## config.mk

```make
export PLATFORM = sky130hd
export DESIGN_NAME = pc_stack_sequencer
export DESIGN_NICKNAME = d
export VERILOG_FILES = /design/src/rtl/pc_stack_sequencer_pkg.sv /design/src/rtl/pc_stack_sequencer_int_sync.sv /design/src/rtl/pc_stack_sequencer.sv
export SDC_FILE = /design/constraint.sdc
export NUM_CORES = 1
export LEC_CHECK = 0
export ABC_AREA = 1
export ABC_CLOCK_PERIOD_IN_PS = 1650
export BUFFER_PORTS_ARGS = -buffer_cell sky130_fd_sc_hd__buf_4
export CORE_UTILIZATION = 49
export CTS_CLUSTER_DIAMETER = 50
export DETAILED_ROUTE_END_ITERATION = 8
export GPL_TIMING_DRIVEN = 0
export PLACE_DENSITY = 0.73
export SYNTH_ARGS = -nofsm -noshare
export SYNTH_HDL_FRONTEND = slang
export SYNTH_SLANG_ARGS = --single-unit
```

## constraint.sdc

```tcl
create_clock -name i_clk -period 1.65 [get_ports i_clk]
set_clock_uncertainty 0.2 [all_clocks]
set_input_delay 0.2475 -clock i_clk [delete_from_list [all_inputs] [get_ports i_clk]]
set_output_delay 0.2475 -clock i_clk [all_outputs]
set_load 0.02 [all_outputs]
```

## src/rtl/pc_stack_sequencer_pkg.sv

```systemverilog
// Shared types for the PC save/restore sequencer: FSM states, source kinds
// and the bundle of control strobes sent to the execute-memory stage.
package pc_stack_sequencer_pkg;

  typedef enum logic [2:0] {
    IDLE   = 3'd0,
    PUSH0  = 3'd1,
    PUSH1  = 3'd2,
    POP0   = 3'd3,
    POP1   = 3'd4,
    VECTOR = 3'd5
  } state_t;

  typedef enum logic [1:0] {
    KIND_CALL = 2'd0,
    KIND_INT  = 2'd1,
    KIND_RET  = 2'd2,
    KIND_RTI  = 2'd3
  } kind_t;

  typedef struct packed {
    logic push_pc;
    logic pop_pc;
    logic branch_flags;
    logic hazard_state;
    logic stack_operation;
    logic stack_function;
    logic mem_read;
    logic mem_write;
    logic branch_uncond;
    logic pc_load;
    logic int_vector_load;
    logic stall;
  } ctrl_t;

  localparam ctrl_t CTRL_NONE = '0;

  // Moore decode: what the execute-memory stage sees while in a given state.
  function automatic ctrl_t decode_ctrl(input state_t state, input kind_t kind);
    ctrl_t c;
    c = CTRL_NONE;
    case (state)
      PUSH0, PUSH1: begin
        c.push_pc         = 1'b1;
        c.stack_operation = 1'b1;
        c.stack_function  = 1'b1;
        c.mem_write       = 1'b1;
        c.stall           = 1'b1;
        c.hazard_state    = (state == PUSH1);
        c.branch_uncond   = (state == PUSH0) && (kind == KIND_CALL);
        c.branch_flags    = (kind == KIND_INT);
      end
      POP0, POP1: begin
        c.pop_pc          = 1'b1;
        c.stack_operation = 1'b1;
        c.mem_read        = 1'b1;
        c.stall           = 1'b1;
        c.hazard_state    = (state == POP1);
        c.pc_load         = (state == POP1);
        // Flags live in the high half, which is popped second.
        c.branch_flags    = (state == POP1) && (kind == KIND_RTI);
      end
      VECTOR: begin
        c.int_vector_load = 1'b1;
        c.stall           = 1'b1;
      end
      default: c = CTRL_NONE;
    endcase
    return c;
  endfunction

endpackage

```

## src/rtl/pc_stack_sequencer_int_sync.sv

```systemverilog
// Interrupt pin synchronizer followed by a rising-edge detector; rise is a
// single-cycle pulse in the clock domain.
module int_sync #(
  parameter int SYNC_STAGES = 2
) (
  input  logic clk,
  input  logic rst_n,
  input  logic pin,
  output logic rise
);

  logic [SYNC_STAGES-1:0] chain;
  logic                   last;

  always_ff @(posedge clk or negedge rst_n) begin
    if (!rst_n) begin
      chain <= '0;
      last  <= 1'b0;
    end else begin
      chain <= {chain[SYNC_STAGES-2:0], pin};
      last  <= chain[SYNC_STAGES-1];
    end
  end

  assign rise = chain[SYNC_STAGES-1] & ~last;

endmodule

```

## src/rtl/pc_stack_sequencer.sv

```systemverilog
// Multi-cycle CALL/RET/RTI/interrupt sequencer that drives two-slot PC
// push/pop through the execute-memory stage while freezing fetch/decode.
module pc_stack_sequencer #(
  parameter int SYNC_STAGES = 2
) (
  input  logic i_clk,
  input  logic i_reset,
  input  logic i_call,
  input  logic i_ret,
  input  logic i_rti,
  input  logic i_flush,
  input  logic i_interrupt,
  output logic o_push_pc,
  output logic o_pop_pc,
  output logic o_branch_flags,
  output logic o_hazard_state,
  output logic o_stack_operation,
  output logic o_stack_function,
  output logic o_mem_read,
  output logic o_mem_write,
  output logic o_branch_uncond,
  output logic o_pc_load,
  output logic o_int_vector_load,
  output logic o_stall,
  output logic o_int_ack
);

  import pc_stack_sequencer_pkg::*;

  state_t state;
  state_t state_next;
  kind_t  kind;
  kind_t  kind_next;
  ctrl_t  ctrl;
  logic   int_rise;
  logic   pending;
  logic   take_int;
  logic   in_service;
  logic   int_ack;

  int_sync #(
    .SYNC_STAGES(SYNC_STAGES)
  ) u_int_sync (
    .clk  (i_clk),
    .rst_n(i_reset),
    .pin  (i_interrupt),
    .rise (int_rise)
  );

  // A flush in IDLE means the decode slot is wrong-path, so nothing starts.
  always_comb begin
    state_next = state;
    kind_next  = kind;
    take_int   = 1'b0;
    case (state)
      IDLE: begin
        if (!i_flush) begin
          if (i_call) begin
            state_next = PUSH0;
            kind_next  = KIND_CALL;
          end else if (pending) begin
            state_next = PUSH0;
            kind_next  = KIND_INT;
            take_int   = 1'b1;
          end else if (i_ret) begin
            state_next = POP0;
            kind_next  = KIND_RET;
          end else if (i_rti) begin
            state_next = POP0;
            kind_next  = KIND_RTI;
          end
        end
      end
      PUSH0:   state_next = PUSH1;
      PUSH1:   state_next = (kind == KIND_INT) ? VECTOR : IDLE;
      VECTOR:  state_next = IDLE;
      POP0:    state_next = POP1;
      POP1:    state_next = IDLE;
      default: state_next = IDLE;
    endcase
  end

  assign in_service = (state != IDLE) && (kind == KIND_INT);

  // Outputs are registered from the next state so they line up with it.
  always_ff @(posedge i_clk or negedge i_reset) begin
    if (!i_reset) begin
      state   <= IDLE;
      kind    <= KIND_CALL;
      ctrl    <= CTRL_NONE;
      int_ack <= 1'b0;
      pending <= 1'b0;
    end else begin
      state   <= state_next;
      kind    <= kind_next;
      ctrl    <= decode_ctrl(state_next, kind_next);
      int_ack <= take_int;
      if (take_int) begin
        pending <= 1'b0;
      end else if (int_rise && !in_service) begin
        pending <= 1'b1;
      end
    end
  end

  assign o_push_pc         = ctrl.push_pc;
  assign o_pop_pc          = ctrl.pop_pc;
  assign o_branch_flags    = ctrl.branch_flags;
  assign o_hazard_state    = ctrl.hazard_state;
  assign o_stack_operation = ctrl.stack_operation;
  assign o_stack_function  = ctrl.stack_function;
  assign o_mem_read        = ctrl.mem_read;
  assign o_mem_write       = ctrl.mem_write;
  assign o_branch_uncond   = ctrl.branch_uncond;
  assign o_pc_load         = ctrl.pc_load;
  assign o_int_vector_load = ctrl.int_vector_load;
  assign o_stall           = ctrl.stall;
  assign o_int_ack         = int_ack;

endmodule

```

==> results of run 1 <==
-- synth_stat cells --
master	instances
sky130_fd_sc_hd__a21oi_1	2
sky130_fd_sc_hd__buf_4	3
sky130_fd_sc_hd__dfrtp_1	19
sky130_fd_sc_hd__inv_1	11
sky130_fd_sc_hd__inv_2	3
sky130_fd_sc_hd__nand2_1	12
sky130_fd_sc_hd__nand2_2	2
sky130_fd_sc_hd__nand3_1	6
sky130_fd_sc_hd__nand3_2	1
sky130_fd_sc_hd__nand3b_1	1
sky130_fd_sc_hd__nand4_1	2
sky130_fd_sc_hd__nor2_1	4
sky130_fd_sc_hd__nor2_2	2
sky130_fd_sc_hd__nor3_1	2
sky130_fd_sc_hd__nor3_2	1
sky130_fd_sc_hd__nor4_2	1
sky130_fd_sc_hd__o211ai_1	1
sky130_fd_sc_hd__o21ai_0	2
-- stage by stage --
stage          setup WS (ns)  instances  utilization [%]  hold slack [ns]  total power, mW
2_1_floorplan          0.405         75                -           -0.248             1.26
3_3_place_gp           0.288        109             67.1          -0.0741             1.55
3_5_place_dp           0.265        109             67.1          -0.0723             1.57
4_1_cts                0.224        116             71.2            0.106             1.80
5_1_grt                0.129        116             71.2            0.131             1.93
6_report               0.226        116             71.2            0.118             1.78
-- cell families (layout without fill, tap and decap cells) --
kind of cell,after synthesis,in the layout
simple gates,34,34
flops,19,19
buf+inv,17,43
compound gates,5,5
-- metal layers --
layer	global-route usage, %	up-vias
met5	0	-
met4	9.68	0
met3	5.43	2
met2	31.3	10
met1	25.9	250
li1	-	289
-- worst min path at each step --
stage,start,endpoint,slack (ns),cells past startpoint
2_1_floorplan,i_reset,kind[0]$_DFF_PN0_,-0.25,0
3_3_place_gp,i_reset,u_int_sync.chain[0]$_DFF_PN0_,-0.07,1
3_5_place_dp,i_reset,u_int_sync.last$_DFF_PN0_,-0.07,1
4_1_cts,i_flush,o_int_ack$_DFF_PN0_,0.11,4
5_1_grt,i_flush,o_int_ack$_DFF_PN0_,0.13,4
6_report,i_flush,o_int_ack$_DFF_PN0_,0.12,4
-- what timing repair did --
| action | 4_1_cts | 5_1_grt |
|---|---|---|
| hold buffers | 3 | 0 |
| buffers inserted | 0 | 0 |
| hold endpoints to repair | 21 | 0 |
-- worst register-to-register path: stages, from the launching register on --
cell and delay, ns:
sky130_fd_sc_hd__dfrtp_1 0.45, sky130_fd_sc_hd__nor2_2 0.14, sky130_fd_sc_hd__nand3_2 0.12, sky130_fd_sc_hd__nor2_2 0.15
sky130_fd_sc_hd__inv_2 0.07, sky130_fd_sc_hd__nand2_2 0.08, sky130_fd_sc_hd__nand3_1 0.08, sky130_fd_sc_hd__nand2_1 0.07
-- final cells by class --
| class | instances | area, um^2 |
|---|---|---|
| sequential | 19 | 475 |
| fill | 118 | 393 |
| multi-input combinational | 39 | 205 |
| timing repair buffer | 22 | 173 |
| inverter | 14 | 52.6 |
| clock buffer | 4 | 26.3 |
| buffer | 3 | 22.5 |
| tap | 15 | 18.8 |
-- power by group through the flow --
stage,Combinational [mW],Sequential [mW],Clock (mW)
floorplan,0.425,0.840,0
global placement,0.825,0.725,0
detailed placement,0.842,0.731,0
CTS,0.851,0.720,0.234
global route,0.932,0.746,0.252
finish,0.839,0.720,0.224
==> impl_metrics.tcl, run 1 <==
set metrics [dict create \
    fin_setup_tns_ns 0 \
    synth.yosys.seq_area_share_pct 62.9 \
    netlist_instances 75 \
    dpl.hpwl_mm 1.01 \
    die_y_um 41.3 \
    placed_area_um2 917 \
    pin_count_of_the_biggest_net_entering_global_routing 20 \
    route.vias.total 551 \
    clock_latency_ns 0.28 \
    fmaxAchievable_mhz 702 \
    finish.net_count 109 \
    largest_register_ff_count 3 \
    wl_per_cell_um 11.6 \
    largest_regs "state x3, kind x2, u_int_sync.chain x2" \
    critPathSlowestCell "sky130_fd_sc_hd__dlygate4sd3_1" \
    detail-route-antenna-nets 0 \
    yosysWarnings 0 \
    layout-drive-gt1-share_pct 34.7 \
    r2r_slack_ns 0.25 \
    placement.io_buffers 19 \
    mostFrequentLayoutCells "sky130_fd_sc_hd__buf_4, sky130_fd_sc_hd__dfrtp_1, sky130_fd_sc_hd__nand2_1" \
    rows 13 \
    power_switching_mw 0.717 \
    route.met2.wl_um 657 \
    end_kind "flip-flop" \
    postCtsResizedCells 0 \
    vdd.ir_drop.worst_uv 1020 \
    drv_cap 0 \
    ctsHtreeMaxLevel 1 \
    max-clock-path-buffers 2 \
    max_slew.worst_pin.slew_ns 0.373 \
    largest_family_of_logic_cells_by_synthesized_area "simple AND/OR/NAND/NOR gates" \
    worstReg2RegStart "state[0]$_DFF_PN0_" \
    io_pins 20 \
    core-area_um2 1370 \
    leading_post_synthesis_cells_by_cell_area "sky130_fd_sc_hd__dfrtp_1, sky130_fd_sc_hd__nand2_1, sky130_fd_sc_hd__inv_1" \
    power-per-cell-area_nw_per_um2 1830 \
    routed_met3_length_um 56 \
    clkTransAtPathRegs_ns 0.10 \
    synth-compound-area-share_pct 3.64 \
    grt_overflow 0 \
    insertedDiodeCount 0 \
    power.leakage_nw 0.537 \
    post_synth_fa_ha_maj_area_fraction_pct 0 \
    synth_xor_area_share_pct 0 \
    cp_top_family "buffers and inverters" \
    worst-path-stages 8 \
    m1WireLength_um 622 \
    highest-signal-layer "met4" \
    cts_tree "done" \
    period_minus_slack_ns 1.42 \
    worst-endpoint-required_ns 1.62 \
    synthDominantAreaCellType "sky130_fd_sc_hd__dfrtp_1" \
    r2r.worst_path.cells 7 \
    finalWeightedCongestion 0.733 \
    vias_in_the_first_global_route 493 \
    outcome "finished, final reports clean" \
    finalHoldViolCount 0 \
    synth.area.mux_share_pct 0 \
    slowest_delay_ns 0.53 \
    globalRouteTotalUtil_pct 20.1 \
    timing.critical_path.buf_inv 4 \
    syn_avg_cell_area_um2 10.1 \
    worstReg2RegEnd "o_branch_flags$_DFF_PN0_" \
    initial_utilization_pct 55.3 \
    vias_per_cell 4.75 \
    die_w_um 41.3 \
    crit_startpoint "i_call" \
    worst_slew_slack_as_a_fraction_of_its_limit_pct 74.9 \
    detailedRoute.firstPassIterationCount 4 \
    synthesis.area_um2 756 \
    drv_slew 0 \
    detail_route.iter0.violations 5 \
    critical_path.startpoint_type "input pin" \
    power_frac_clock_pct 12.6 \
    cp-endpoint "o_stall$_DFF_PN0_" \
    number_of_antenna_violations_at_the_first_check_in_global_routing 0 \
    crit_chain "dlygate4sd3_1 > buf_4 > nor2_1 > nor2_2 > inv_2 > nand2_2 > inv_1 > nand3_1" \
    power.switching_fraction_pct 40.2 \
    start_to_end_type_of_the_worst_setup_path "in -> reg" \
    final.period_utilization_pct 86.3 \
    p_comb_share_pct 47.0 \
    grt_setup_unrepaired "false" \
    setup-violations-final 0 \
    synth.net_count 82 \
    totalWireLength_mm 1.35 \
    area_of_all_placed_cells_without_fillers_um2 973 \
    area_growth_syn_to_layout_pct 28.8 \
    layout.cells.most_common "sky130_fd_sc_hd__buf_4" \
    post_synth_num_cell_types 18 \
    timing.critical_path.fanout_max 4 \
    max_flop_register "state" \
    hp-class "in -> reg" \
    sink_count 19 \
    route.detailed.drc 0 \
    internal_power_mw 1.07 \
    worst-endpoint-arrival_ns 1.40 \
    sequentialPowerShare_pct 40.4 \
    first_pass_grt_wire_length_mm 2.08 \
    clockRootBuffer "sky130_fd_sc_hd__clkbuf_4" \
    yosys.area.top_type_share_pct 62.9 \
    yosys.area_share.simple_pct 23.5 \
    postSynthRegisterBits 19 \
    cts_inserted_buffers 3 \
    design.die.area_um2 1700 \
]
(Power assumes the default switching activity.)
==> inputs of run 2 (changes only) <==
ABC_AREA = 0   (was 1)
==> run 2 against run 1 <==
  * Final cell count fell by 2.6%
  * Synthesized area rose by 4.3%
  * Via count rose by 15%
  * Largest power group unchanged
  * The flow now finishes with violations (setup timing)
  * Total power rose by 5.4%
  * Clock power fell by 2%
==> impl_metrics.tcl, run 2 <==
set metrics [dict create \
    postSynth.asyncResetShare_pct 100 \
    synth_top_flop_cell "sky130_fd_sc_hd__dfrtp_1" \
    layoutNonFillerInstCount 113 \
    setup-violations-final 1 \
    critPathSlowestCell "sky130_fd_sc_hd__or4_4" \
    route.vias.total 631 \
    power_switching_mw 0.707 \
    worst_hold_slack_ns 0.115 \
    timing.critical_path.fanout_max 8 \
    crit_chain "buf_6 > or4_4 > o41ai_4 > a21o_1 > o311a_1" \
    period_minus_slack_ns 1.86 \
    yosysMostFrequentCell "sky130_fd_sc_hd__dfrtp_1" \
    finalWeightedCongestion 0.788 \
    grt_setup_unrepaired "true" \
    die_w_um 42.1 \
    synth.yosys.seq_area_share_pct 60.3 \
    detail_route.iter0.violations 14 \
    area_growth_syn_to_layout_pct 34.6 \
    max-clock-path-buffers 2 \
    seqCellArea_um2 477 \
    worst-endpoint-arrival_ns 1.89 \
    finalHoldViolCount 0 \
    area_of_the_multi_input_gates_um2 282 \
    cts_tree "done" \
    totalWireLength_mm 1.50 \
    detail-route-antenna-nets 0 \
    first_pass_grt_wire_length_mm 2.34 \
    power.leakage_nw 0.546 \
    fillers 109 \
    globalRouteTotalUtil_pct 17.7 \
    vias_per_cell 5.58 \
    timing.final.ws_setup_ns -0.211 \
    max_slew.worst_pin.slew_ns 0.380 \
    yosysWarnings 0 \
    power.switching_fraction_pct 37.6 \
    syn_avg_cell_area_um2 11.8 \
    placement.io_buffers 19 \
    synth.top_cells.by_count "sky130_fd_sc_hd__dfrtp_1, sky130_fd_sc_hd__nor2_1, sky130_fd_sc_hd__buf_4" \
    dpl.hpwl_um 968 \
    hp-class "in -> reg" \
    rows 14 \
    synthesis.area_um2 788 \
    detailedRoute.firstPassIterationCount 4 \
    layout-drive-gt1-share_pct 39.2 \
    drv_cap 0 \
    largest_register_ff_count 3 \
    numPlacedInstances 102 \
    area_of_all_placed_cells_without_fillers_um2 1060 \
    synth.net_count 74 \
    worst_slew_slack_as_a_fraction_of_its_limit_pct 74.5 \
    initial_utilization_pct 52.3 \
    synth_enable_flop_cells 0 \
    start_to_end_type_of_the_worst_setup_path "reg -> reg" \
    failed_checks "setup timing" \
    finish.net_count 105 \
    end_kind "flip-flop" \
    internal_power_mw 1.17 \
    io_pins 20 \
    design.die.area_um2 1770 \
    grt_overflow 0 \
    final.period_utilization_pct 113 \
    route.detailed.drc 0 \
    worst-endpoint-required_ns 1.68 \
    synthDominantAreaCellType "sky130_fd_sc_hd__dfrtp_1" \
    postSynthRegisterBits 19 \
    outcome "finished, violations left" \
    post_synth_num_cell_types 25 \
    mostFrequentLayoutCells "sky130_fd_sc_hd__buf_4, sky130_fd_sc_hd__dfrtp_1, sky130_fd_sc_hd__nor2_1" \
    pin_count_of_the_biggest_net_entering_global_routing 20 \
    drv_slew 0 \
    vias_in_the_first_global_route 545 \
    fin_setup_tns_ns -0.211 \
    power_frac_clock_pct 11.6 \
    placed_area_um2 951 \
    minimum_setup_slack_after_placement_ns -0.214 \
    die_y_um 42.1 \
    insertedDiodeCount 0 \
    netlist_instances 67 \
    sink_count 19 \
    power-per-cell-area_nw_per_um2 1770 \
    yosys.area.top_type_share_pct 60.3 \
    p_comb_share_pct 49.6 \
    number_of_antenna_violations_at_the_first_check_in_global_routing 0 \
    ctsHtreeMaxLevel 1 \
    leading_post_synthesis_cells_by_cell_area "sky130_fd_sc_hd__dfrtp_1, sky130_fd_sc_hd__nor2_1, sky130_fd_sc_hd__buf_4" \
    cts_inserted_buffers 3 \
    slowest_delay_ns 0.52 \
    wl_per_cell_um 13.3 \
    layout.cells.most_common "sky130_fd_sc_hd__buf_4" \
    fmaxAchievable_mhz 537 \
    clock_latency_ns 0.28 \
    clockRootBuffer "sky130_fd_sc_hd__clkbuf_4" \
    sequentialPowerShare_pct 38.7 \
    core-area_um2 1510 \
    vdd.ir_drop.worst_uv 1020 \
    clkTransAtPathRegs_ns 0.10 \
    timing.critical_path.buf_inv 1 \
    cp_top_family "compound AO/OA/AOI/OAI gates" \
    max_flop_register "state" \
    critical_path.startpoint_type "flip-flop" \
    largest_regs "state x3, kind x2, u_int_sync.chain x2" \
]
[run 2: cell families (layout without fill, tap and decap cells)]
| kind of cell | after synthesis | in the layout | share of synthesized area (%) |
|---|---|---|---|
| DFF | 19 | 19 | 60.3 |
| and+or+nand+nor | 23 | 23 | 16.2 |
| buffers and inverters | 8 | 38 | 5.71 |
| AOI/OAI and AO/OA | 17 | 17 | 17.8 |
[run 2: metrics by stage]
step / util [%] / power (mW)
global placement: 63.1 / 1.54
floorplan: - / 1.26
CTS: 67.3 / 1.79
detailed placement: 63.1 / 1.55
global route: 70.4 / 2.00
finish: 70.4 / 1.88
[run 2: final timing paths]
check | to | slack, ns | depth (start not counted) | from
max in group asynchronous | state[1]$_DFF_PN0_ | 0.89 | 2 | i_reset
setup reg to reg | o_branch_flags$_DFF_PN0_ | -0.21 | 5 | state[0]$_DFF_PN0_
min in group asynchronous | o_branch_flags$_DFF_PN0_ | 0.16 | 2 | i_reset
hold / removal | o_branch_uncond$_DFF_PN0_ | 0.12 | 4 | i_flush
setup / recovery | o_branch_flags$_DFF_PN0_ | -0.21 | 5 | state[0]$_DFF_PN0_
hold reg to reg | u_int_sync.chain[1]$_DFF_PN0_ | 0.16 | 0 | u_int_sync.chain[0]$_DFF_PN0_
[run 2: layer usage]
metal	global-route usage, %	share of wire [%]	vias to the layer above
met2	28.7	50	21
met4	5.63	0.67	0
met5	0	0	-
met3	4.31	5.4	2
li1	-	-	296
met1	23.5	44	312
[run 2: cell type report]
class / count / share of cell area, %
flip-flops and latches: 19 / 44.9
inverters: 3 / 1.06
multi-input cells: 40 / 26.5
clock buffers: 4 / 2.48
well taps: 16 / 1.89
plain buffers: 5 / 3.66
repair buffers: 26 / 19.5
[run 2: power groups by stage]
stage	registers, mW	logic, mW	clock network [mW]
final	0.728	0.933	0.219
after global placement	0.723	0.814	0
after CTS	0.724	0.836	0.227
after detailed placement	0.729	0.821	0
after global routing	0.748	1.01	0.249
after floorplan	0.821	0.443	0
[run 2: what timing repair did]
item | CTS | global route
pin swaps | 0 | 3
setup buffers | 0 | 4
hold buffers | 3 | 0
hold endpoints to repair | 21 | 0
endpoints found under the setup margin | 2 | 5
gates resized for setup | 3 | 3
[run 2: worst min-delay path, stage by stage]
cell and delay, ns:
sky130_fd_sc_hd__buf_4 0.12, sky130_fd_sc_hd__nor4_4 0.07, sky130_fd_sc_hd__nand2_1 0.09, sky130_fd_sc_hd__inv_1 0.04
==> inputs of run 3 (changes only) <==
SKIP_LAST_GASP = 1   (was default)
==> run 3 against run 2 <==
  * The run still ends with setup timing left
  * Clock power is 2% higher
  * Global-route usage is 0.092 points lower
  * Clock-buffer cell count stayed put
  * Sequential cell count stayed put
  * Critical endpoint unchanged
  * Largest power group unchanged
  * Highest routed layer unchanged
==> impl_metrics.tcl, run 3 (synthesized netlist as in run 2, its figures left out) <==
set metrics [dict create \
    outcome "finished, violations left" \
    failed_checks "setup timing" \
    power_frac_clock_pct 12.2 \
    number_of_antenna_violations_at_the_first_check_in_global_routing 0 \
    worst_slew_slack_as_a_fraction_of_its_limit_pct 74.3 \
    detail_route.iter0.violations 14 \
    max_flop_register "state" \
    design.die.area_um2 1770 \
    hp-class "in -> reg" \
    cts_inserted_buffers 3 \
    fmaxAchievable_mhz 542 \
    fillers 113 \
    layout.cells.most_common "sky130_fd_sc_hd__buf_4" \
    worst_hold_slack_ns 0.112 \
    numPlacedInstances 102 \
    clkTransAtPathRegs_ns 0.10 \
    final.period_utilization_pct 112 \
    finish.net_count 102 \
    highest-signal-layer "met4" \
    max_slew.worst_pin.slew_ns 0.382 \
    drv_cap 0 \
    detail-route-antenna-nets 0 \
    route.vias.total 601 \
    clock_latency_ns 0.29 \
    postLayoutCoreUtil_pct 68.5 \
    die_y_um 42.1 \
    sequentialPowerShare_pct 40.7 \
    drv_slew 0 \
    route.detailed.drc 0 \
    area_growth_syn_to_layout_pct 31.0 \
    cts_tree "done" \
    detailedRoute.firstPassIterationCount 4 \
    grt_overflow 0 \
    p_comb_share_pct 47.2 \
    internal_power_mw 1.14 \
    io_pins 20 \
    totalWireLength_mm 1.43 \
    layout-drive-gt1-share_pct 36.2 \
    m1WireLength_um 652 \
    power.switching_fraction_pct 37.7 \
    worst-endpoint-required_ns 1.68 \
    worst-endpoint-arrival_ns 1.88 \
    initial_utilization_pct 52.3 \
    timing.final.ws_setup_ns -0.197 \
    period_minus_slack_ns 1.85 \
    dpl.hpwl_um 968 \
    insertedDiodeCount 0 \
    slowest_delay_ns 0.52 \
    power_switching_mw 0.690 \
    power.leakage_nw 0.529 \
    finalWeightedCongestion 0.788 \
    critical_path.startpoint_type "flip-flop" \
    rows 14 \
    grt_setup_unrepaired "true" \
    globalRouteTotalUtil_pct 17.6 \
    critPathSlowestCell "sky130_fd_sc_hd__or4_4" \
    vias_in_the_first_global_route 548 \
    core-area_um2 1510 \
    route.met2.wl_um 688 \
    end_kind "flip-flop" \
    largest_register_ff_count 3 \
    cp_top_family "compound AO/OA/AOI/OAI gates" \
    crit_chain "buf_6 > or4_4 > o41ai_4 > a21o_1 > o311a_1" \
    pin_count_of_the_biggest_net_entering_global_routing 20 \
    routed_met3_length_um 74 \
    setup-violations-final 2 \
    timing.critical_path.fanout_max 8 \
    finalHoldViolCount 0 \
    vdd.ir_drop.worst_uv 958 \
    timing.critical_path.buf_inv 1 \
    die_w_um 42.1 \
    placement.io_buffers 19 \
    mostFrequentLayoutCells "sky130_fd_sc_hd__buf_4, sky130_fd_sc_hd__dfrtp_1, sky130_fd_sc_hd__nor2_1" \
    largest_regs "state x3, kind x2, u_int_sync.chain x2" \
    layoutNonFillerInstCount 110 \
    max-clock-path-buffers 2 \
    first_pass_grt_wire_length_mm 2.33 \
    power-per-cell-area_nw_per_um2 1770 \
    ctsHtreeMaxLevel 1 \
    sink_count 19 \
    clockRootBuffer "sky130_fd_sc_hd__clkbuf_4" \
    start_to_end_type_of_the_worst_setup_path "reg -> reg" \
    wl_per_cell_um 13.0 \
    vias_per_cell 5.46 \
]
-- run 3: changes by cell type in the layout (fill, tap and decap cells not counted), sizes merged --
cell / previous run / this run
buf: 27 / 25
clkbuf: 5 / 4
-- run 3: final timing paths --
path	depth (start not counted)	endpoint	from	slack, ns
worst max-delay path	5	o_branch_flags$_DFF_PN0_	state[0]$_DFF_PN0_	-0.20
worst max register to register	5	o_branch_flags$_DFF_PN0_	state[0]$_DFF_PN0_	-0.20
min in group asynchronous	2	o_branch_flags$_DFF_PN0_	i_reset	0.15
worst min register to register	0	u_int_sync.chain[1]$_DFF_PN0_	u_int_sync.chain[0]$_DFF_PN0_	0.16
worst min-delay path	4	o_branch_uncond$_DFF_PN0_	i_flush	0.11
max in group asynchronous	2	state[1]$_DFF_PN0_	i_reset	0.89
-- run 3: layer usage --
metal / track usage [%] / vias up
met5: 0 / -
met1: 23.0 / 297
li1: - / 286
met2: 29.1 / 16
met4: 5.63 / 0
met3: 4.31 / 2
-- run 3: what timing repair did --
item,CTS,global route
buffers inserted,0,2
hold buffers,3,0
pin swaps,0,3
gates resized for setup,0,3
hold endpoints to repair,21,0
endpoints found under the setup margin,2,6
-- run 3: worst register-to-register path, stage by stage (launching register included) --
cell and delay, ns:
sky130_fd_sc_hd__dfrtp_1 0.39, sky130_fd_sc_hd__buf_6 0.14, sky130_fd_sc_hd__or4_4 0.53, sky130_fd_sc_hd__o41ai_4 0.24, sky130_fd_sc_hd__a21o_1 0.15, sky130_fd_sc_hd__o311a_1 0.15
-- run 3: final cells by class --
cell class                      count  area (um^2)  share of cell area [%]
Multi-Input combinational cell     40          277                    26.8
Buffer                              4         33.8                    3.27
Sequential cell                    19          477                    46.2
Inverter                            3         11.3                    1.09
Tap cell                           16         20.0                    1.94
Clock buffer                        4         26.3                    2.55
Timing Repair Buffer               24          188                    18.2
-- run 3: power groups by stage --
stage	Combinational [mW]	Clock, mW	Sequential [mW]
after floorplan	0.443	0	0.821
after global placement	0.814	0	0.723
after detailed placement	0.821	0	0.729
after CTS	0.827	0.227	0.720
after global routing	0.935	0.251	0.765
final	0.862	0.223	0.743
-- run 3: metrics by stage --
step / setup TNS, ns / setup WS, ns / total power, mW / cell area [um^2]
global route: -0.467 / -0.278 / 1.95 / 1030
detailed placement: -0.274 / -0.214 / 1.55 / 951
floorplan: -0.113 / -0.113 / 1.26 / 788
global placement: -0.254 / -0.187 / 1.54 / 951
finish: -0.259 / -0.197 / 1.83 / 1030
CTS: -0.315 / -0.237 / 1.77 / 1010
